`src/rtl/n_bin_readout.sv`:
```
// Bin-averaging readout: counts FFT frames, snapshots the averaged bin vector once
// per completed average and streams the bins out one per valid/ready beat.
module n_bin_readout #(
    parameter int unsigned N             = 16,
    parameter int unsigned N_AVGS        = 7,
    parameter int unsigned BINS          = 4,
    parameter int unsigned CAPTURE_DELAY = 2
) (
    input  logic                        clk,
    input  logic                        arest_n,
    input  logic                        fft_valid,
    input  logic [BINS-1:0][N-1:0]      avg_data,
    output logic [N-1:0]                m_data,
    output logic [$clog2(BINS)-1:0]     m_bin,
    output logic                        m_valid,
    output logic                        m_last,
    input  logic                        m_ready,
    output logic                        overrun,
    input  logic                        clear_overrun,
    output logic [N_AVGS-1:0]           frame_cnt
);

    localparam int unsigned BW = $clog2(BINS);
    localparam logic [BW-1:0]     LAST_BIN   = BW'(BINS - 1);
    localparam logic [N_AVGS-1:0] LAST_FRAME = '1;

    typedef enum logic {
        IDLE,
        STREAM
    } state_t;

    state_t                   state;
    logic [CAPTURE_DELAY-1:0] pipe;
    logic [BINS-1:0][N-1:0]   snap;

    logic          terminal_c;
    logic          capture_c;
    logic          hs_c;
    logic          final_hs_c;
    logic [BW-1:0] next_bin_c;

    assign terminal_c = fft_valid && (frame_cnt == LAST_FRAME);
    assign capture_c  = pipe[CAPTURE_DELAY-1];
    assign hs_c       = m_valid & m_ready;
    // m_last is only ever high in STREAM on the final bin
    assign final_hs_c = hs_c & m_last;
    assign next_bin_c = m_bin + BW'(1);

    // Frame counter, wraps naturally at 2^N_AVGS
    always_ff @(posedge clk or negedge arest_n) begin
        if (!arest_n) begin
            frame_cnt <= '0;
        end else if (fft_valid) begin
            frame_cnt <= frame_cnt + N_AVGS'(1);
        end
    end

    // Capture delay pipe; the concatenation drops the oldest bit
    always_ff @(posedge clk or negedge arest_n) begin
        if (!arest_n) begin
            pipe <= '0;
        end else begin
            pipe <= CAPTURE_DELAY'({pipe, terminal_c});
        end
    end

    // Snapshot / streaming FSM with registered beat outputs
    always_ff @(posedge clk or negedge arest_n) begin
        if (!arest_n) begin
            state   <= IDLE;
            snap    <= '0;
            m_data  <= '0;
            m_bin   <= '0;
            m_valid <= 1'b0;
            m_last  <= 1'b0;
        end else begin
            case (state)
                IDLE: begin
                    if (capture_c) begin
                        state   <= STREAM;
                        snap    <= avg_data;
                        m_data  <= avg_data[0];
                        m_bin   <= '0;
                        m_valid <= 1'b1;
                        m_last  <= 1'b0;
                    end
                end
                STREAM: begin
                    if (final_hs_c) begin
                        if (capture_c) begin
                            snap    <= avg_data;
                            m_data  <= avg_data[0];
                            m_bin   <= '0;
                            m_last  <= 1'b0;
                        end else begin
                            state   <= IDLE;
                            m_valid <= 1'b0;
                            m_last  <= 1'b0;
                        end
                    end else if (hs_c) begin
                        m_bin  <= next_bin_c;
                        m_data <= snap[next_bin_c];
                        m_last <= (next_bin_c == LAST_BIN);
                    end
                end
                default: begin
                    state   <= IDLE;
                    m_valid <= 1'b0;
                    m_last  <= 1'b0;
                end
            endcase
        end
    end

    // Sticky drop flag; a new drop beats a simultaneous clear
    always_ff @(posedge clk or negedge arest_n) begin
        if (!arest_n) begin
            overrun <= 1'b0;
        end else if (capture_c && (state == STREAM) && !final_hs_c) begin
            overrun <= 1'b1;
        end else if (clear_overrun) begin
            overrun <= 1'b0;
        end
    end

endmodule

```
`config.mk`:
```
export PLATFORM = sky130hd
export DESIGN_NAME = n_bin_readout
export DESIGN_NICKNAME = d
export VERILOG_FILES = /design/src/rtl/n_bin_readout.sv
export SDC_FILE = /design/constraint.sdc
export NUM_CORES = 1
export LEC_CHECK = 0
export BUFFER_PORTS_ARGS = -buffer_cell sky130_fd_sc_hd__buf_2
export CORE_MARGIN = 5
export CORE_UTILIZATION = 50
export CTS_BUF_LIST = sky130_fd_sc_hd__clkbuf_4
export DETAILED_ROUTE_END_ITERATION = 12
export GPL_TIMING_DRIVEN = 0
export PLACE_DENSITY = 0.8
export SETUP_SLACK_MARGIN = 0.05
export SYNTH_ARGS = -nofsm -noshare
export SYNTH_HDL_FRONTEND = slang
export SYNTH_SLANG_ARGS = --single-unit
```
`constraint.sdc`:
```
create_clock -name clk -period 2 [get_ports clk]
set_input_delay 0.1 -clock clk [delete_from_list [all_inputs] [get_ports clk]]
set_output_delay 0.1 -clock clk [all_outputs]
set_load 0.05 [all_outputs]
```
# After elaboration in Yosys (flattened, before gate mapping)
# Cells that the tools add are included.
[word_totals]
ff_bits = 95
elab_cells = 57
in_bits = 69
[classes]
n_eq_ne = 6
order_cmp = 1
add_sub_neg = 2
n_bitwise = 3
n_mux = 26
n_reduce_logical = 7
[op_table]
columns = ["cell", "count"]
rows = [
  ["64-bit two-way mux", 2],
  ["64-bit one-hot mux with 2 select lines", 1],
  ["16-bit two-way mux", 4],
  ["16-bit binary-select mux with 2-bit select", 1],
  ["16-bit one-hot mux with 2 select lines", 1],
  ["1-bit two-way mux", 10],
  ["7-bit by 1-bit adder with 7-bit output (second input constant)", 1],
  ["7-bit == test (second input constant)", 1],
  ["2-bit two-way mux", 3],
  ["1-bit one-hot mux with 2 select lines", 3],
  ["2-bit inequality test (second input constant)", 2],
  ["2-bit one-hot mux with 2 select lines", 1],
  ["1-bit logical AND", 3],
  ["2-bit by 3-bit < comparator with 1-bit output (second input constant)", 1],
  ["3-bit by 1-bit inequality test with 1-bit output (second input constant)", 1],
  ["3-bit AND reduction", 1],
  ["2-bit by 1-bit adder with 2-bit output (second input constant)", 1],
  ["1-bit bitwise AND", 2],
  ["2-bit == test (second input constant)", 1],
  ["2-bit by 1-bit inequality test with 1-bit output (second input constant)", 1],
  ["2-bit AND reduction", 1],
  ["2-bit nonzero test", 1],
  ["1-bit logical NOT", 1],
  ["1-bit NOT", 1],
]

# Longest topological paths before layout
[depth]
word_depth = 6
depth_mapped = 9
ltp_nobuf = 5

# Worst setup path before layout
# OpenSTA, ideal clock, no wires.
[synth_timing]
path_kind = "register to register"
start = "register m_bin[0]"
end = "register m_data[10]"
n_path_buf = 4
arrival_time_ns = 2.452
path_slack_ns = -0.578
synth_period_minus_slack_ns = 2.578
path_stages_with_launch = 10
cell_sequence = "dfrtp_1 -> buf_6 -> buf_12 -> inv_1 -> ha_1 -> clkbuf_1 -> buf_2 -> mux4_2 -> and2_1 -> a221o_1"
[synth_via]
elab_chain_cells = 6
[synth_rtl]
columns = ["element", "line_no", "text"]
rows = [
  ["start, declared", "14", "output logic [$clog2(BINS)-1:0] m_bin,"],
  ["start signal, assigned", "101", "m_bin <= next_bin_c;"],
  ["2-bit by 1-bit adder with 2-bit output", "47", "assign next_bin_c = m_bin + BW'(1);"],
  ["16-bit binary-select mux with 2-bit select", "102", "m_data <= snap[next_bin_c];"],
  ["16-bit two-way mux (implied by the code)", "102", ""],
  ["16-bit two-way mux", "100", "end else if (hs_c) begin"],
  ["16-bit two-way mux", "89", "if (final_hs_c) begin"],
  ["16-bit one-hot mux with 2 select lines", "77", "case (state)"],
  ["end signal, assigned", "82", "m_data <= avg_data[0];"],
  ["end signal, assigned", "92", "m_data <= avg_data[0];"],
  ["end signal, assigned", "102", ""],
  ["end, declared", "13", "output logic [N-1:0] m_data,"],
]
# Every way passes these cells. The select of a mux whose other input is x is not followed.
# A chain may end at the register's enable or synchronous reset.

# Worst setup path after layout
[layout_timing]
start = "register m_bin[0]"
end = "register m_data[11]"
# The elaborated chain is that of the path after synthesis.

==> summary.md <==
| Metric | Value |
|---|---|
| TritonRoute pass-1 iters | 4 |
| CP Cell Sequence | buf_12, buf_12, inv_4, ha_4, clkbuf_16, mux4_2, and2_1, a221o_1 |
| CP required | 2.32 ns |
| Final Hold Fails | 0 |
| Shortest period the worst path allows | between 1.5 and 2 ns |
| Hold Path Class | in2async |
| Outcome | complete, no violations |
| Switching power | between 1500 and 2000 uW |
| Synth-to-layout area growth | 39.0% |
| Largest net degree at the start of global routing | 56 |
| Clk Latency, worst-skew pair | about 0.42 ns |
| Clock skew | between 0.01 and 0.015 ns |
| Delay-heaviest family, CP | buffers and inverters |
| FFs w/ async S/R, synth | 100% |
| GRT overflow | 0 |
| ANT cells | 0 |
| Global-route wire length before repair | around 16 mm |
| Post-synth top cells | dfrtp_1, mux2_2, and2_1 |
| Gr usage total | between 20% and 30% |
| EDFF count, synth | 0 |
| Detail Route Antenna Nets | 0 |
| GPL Wtd Cong | between 0.7 and 0.8 |
| Crit share post-route | between 90 and 100% |
| Yosys top cell area share | between 50% and 60% |
| Setup ws final | roughly 0.052 ns |
| Critical Path End Type | flip-flop |
| Number of port buffers | 96 |
| Critical path depth | 8 |
| Leak Pwr | approximately 0.0026 uW |
| R2R Path End | m_data[11]$_DFFE_PN0P_ |
| Clock Sinks | 95 |
| Clock-pin slew on the worst setup and hold paths | approximately 0.13 ns |
| Core Area | between 8000 and 9000 sq um |
| Max clock buf depth | 2 |
| Slew Limit Headroom | 64.5% |
| Comb pwr share | around 33% |
| Flop pwr share | between 40% and 50% |
| Chip width | 101 um |
| Vias in the first global route | 3053 |
| Worst r2r src | m_bin[0]$_DFFE_PN0P_ |
| Post-synth cell types | 28 |
| Drt initial violations | about 140 |
| Vias/cell | 5.33 |
| Crit-path max FO | 5 |
| MaxCap Viol Count | 0 |
| Max Fclk | between 500 and 600 MHz |
| Unrepaired setup endpoints after global routing | yes |
| DPL Wire Length | ~6.7 mm |
| Placed Instances | between 400 and 500 |
| Synth area leaders | dfrtp_1, mux2_2, mux4_1, mux4_2, a221o_1 |
| Dpl ws | -0.181 ns |
| CP Launch Type | flip-flop |
| Seq/Total Area, Yosys | between 50% and 60% |
| Setup Viol. Count Final | 0 |
| CTS buffer count | 9 |
| Synth Flop Type | dfrtp_1 |
| Most used cell, CP | buf_12 |
| CP Class | reg2reg |
| Row cnt | 33 |
| Arr. time, crit path | ~2.3 ns |
| Die Height | between 100 and 150 um |
| Layout cells sized above 1 | between 40% and 50% |
| Clock network fraction of total power | 23.4% |
| Routed len/inst | 18.4 um |
| Reg-to-reg slack, setup | 0.05 ns |
| Clock Root Buffer | clkbuf_4 |
| Via count | around 3000 |
| Final cell count without fillers | ~550 |
| Ports | a little under 100 |
| WL final | 10.2 mm |
| H-tree Lvls | 3 |
| Cell internal pwr | ~3600 uW |
| Max Slew Vio Count | 0 |
| Worst r2r path cells | 8 |
| Slowest cell on crit path | dfrtp_2 |
| Initial Utilization | between 50% and 60% |
| PwrDens | between 900 and 1000 nW/um^2 |
| VDD IR max | roughly 0.56 mV |
| Area leader, netlist | dfrtp_1 |
| Worst Tran Pin Value | 0.533 ns |
| Mapped cell area | roughly 4100 sq um |
| Placed Area | 4800 sq um |
| Post-route cell area | between 5000 and 6000 sq um |
| Final nets | approximately 520 |
| Warnings, synthesis | 0 |
| Drt drc | 0 |
| Register bit total from synthesis | 95 |
| CP peak stage delay | between 0.4 and 0.5 ns |
| Crit path buffers/inverters | 4 |
| Die area | ~10000 sq um |
| Sw Share | approximately 34% |
| Syn_nets | between 300 and 400 |
| Initial antenna violation count | 0 |
| Most frequent cell after synthesis | dfrtp_1 |
| TritonCTS clock tree | done |
| Mapped Avg Cell Area | 15.6 sq um |
| Post-Synthesis Cells | roughly 260 |
[worst max path at each step]
stage                             end                 start
2_1_floorplan  m_data[10]$_DFFE_PN0P_  m_bin[0]$_DFFE_PN0P_
3_3_place_gp     m_bin[0]$_DFFE_PN0P_               arest_n
3_5_place_dp   m_data[10]$_DFFE_PN0P_  m_bin[0]$_DFFE_PN0P_
4_1_cts        m_data[14]$_DFFE_PN0P_  m_bin[0]$_DFFE_PN0P_
5_1_grt        m_data[11]$_DFFE_PN0P_  m_bin[0]$_DFFE_PN0P_
6_report       m_data[11]$_DFFE_PN0P_  m_bin[0]$_DFFE_PN0P_
[power by group through the flow]
stage                     sequential [uW]  clock, uW  combinational, uW
after floorplan                      2880          0                581
after global placement               2350          0               1520
after detailed placement             2370          0               1550
after CTS                            2330       1280               1690
after global routing                 2370       1350               1880
final                                2340       1250               1780
[area by class of cell]
class	count	area (sq um)
Tap cell	105	131
Clock buffer	11	82.6
Timing Repair Buffer	171	1260
Fill cell	533	2400
Inverter	3	13.8
Buffer	14	115
Multi-Input combinational cell	151	1660
Clock inverter	4	95.1
Sequential cell	95	2380
[repair_timing]
item	in CTS	in global routing
endpoints found under the hold margin	125	0
setup buffers	4	1
gates cloned	0	1
gates resized for setup	3	5
pin swaps	1	0
hold buffers	68	0
endpoints found under the setup margin	17	32
[kinds of logic after synthesis]
group	count (synthesis)	synth area share, %
flip-flops	95	57.6
multiplexers	83	27.8
AND/OR/NAND/NOR	37	4.98
AO/OA/AOI/OAI	23	5.22
buffers and inverters	18	2.52
XOR/XNOR	6	1.27
adder cells (fa/ha/maj)	2	0.607
[registers in the layout (all words and copies together) (netlist names)]
signal	count
m_last	1
frame_cnt	7
pipe	2
state	1
m_data	16
m_valid	1
snap	64
m_bin	2
overrun	1
[layout by cell type, fill, tap and decap left out, types with 2 or more instances in the layout]
master	n
nand2_1	8
nor2_1	5
nand4_1	2
dlygate4sd3_1	68
a221o_1	16
mux2_2	67
inv_1	2
clkbuf_1	2
buf_12	2
mux4_2	8
a21oi_1	2
mux4_1	8
dfrtp_1	94
buf_2	101
clkbuf_4	14
bufinv_16	3
xnor2_1	3
buf_4	5
and2_1	16
xor2_1	3
[routing by layer]
| metal | wire (um) | share of wire (%) | vias up | GRT usage (%) |
|---|---|---|---|---|
| met5 | 0 | 0 | - | 0 |
| met4 | 224 | 2.2 | 0 | 7.67 |
| met3 | 463 | 4.5 | 21 | 3.88 |
| met2 | 5270 | 52 | 87 | 35.2 |
| met1 | 4240 | 42 | 1498 | 25.7 |
| li1 | - | - | 1345 | - |
[per-stage QoR]
stage	power [uW]	util, %	hold slack (ns)	TNS, ns
finish	5370	70.5	0.178	0
floorplan	3460	-	-0.196	-1.77
global placement	3870	58.6	0.300	-2.98
detailed placement	3920	59.0	0.117	-1.39
global route	5600	70.5	0.193	0
CTS	5310	69.9	0.183	0
Note: power is estimated with default switching activity, not from simulation.
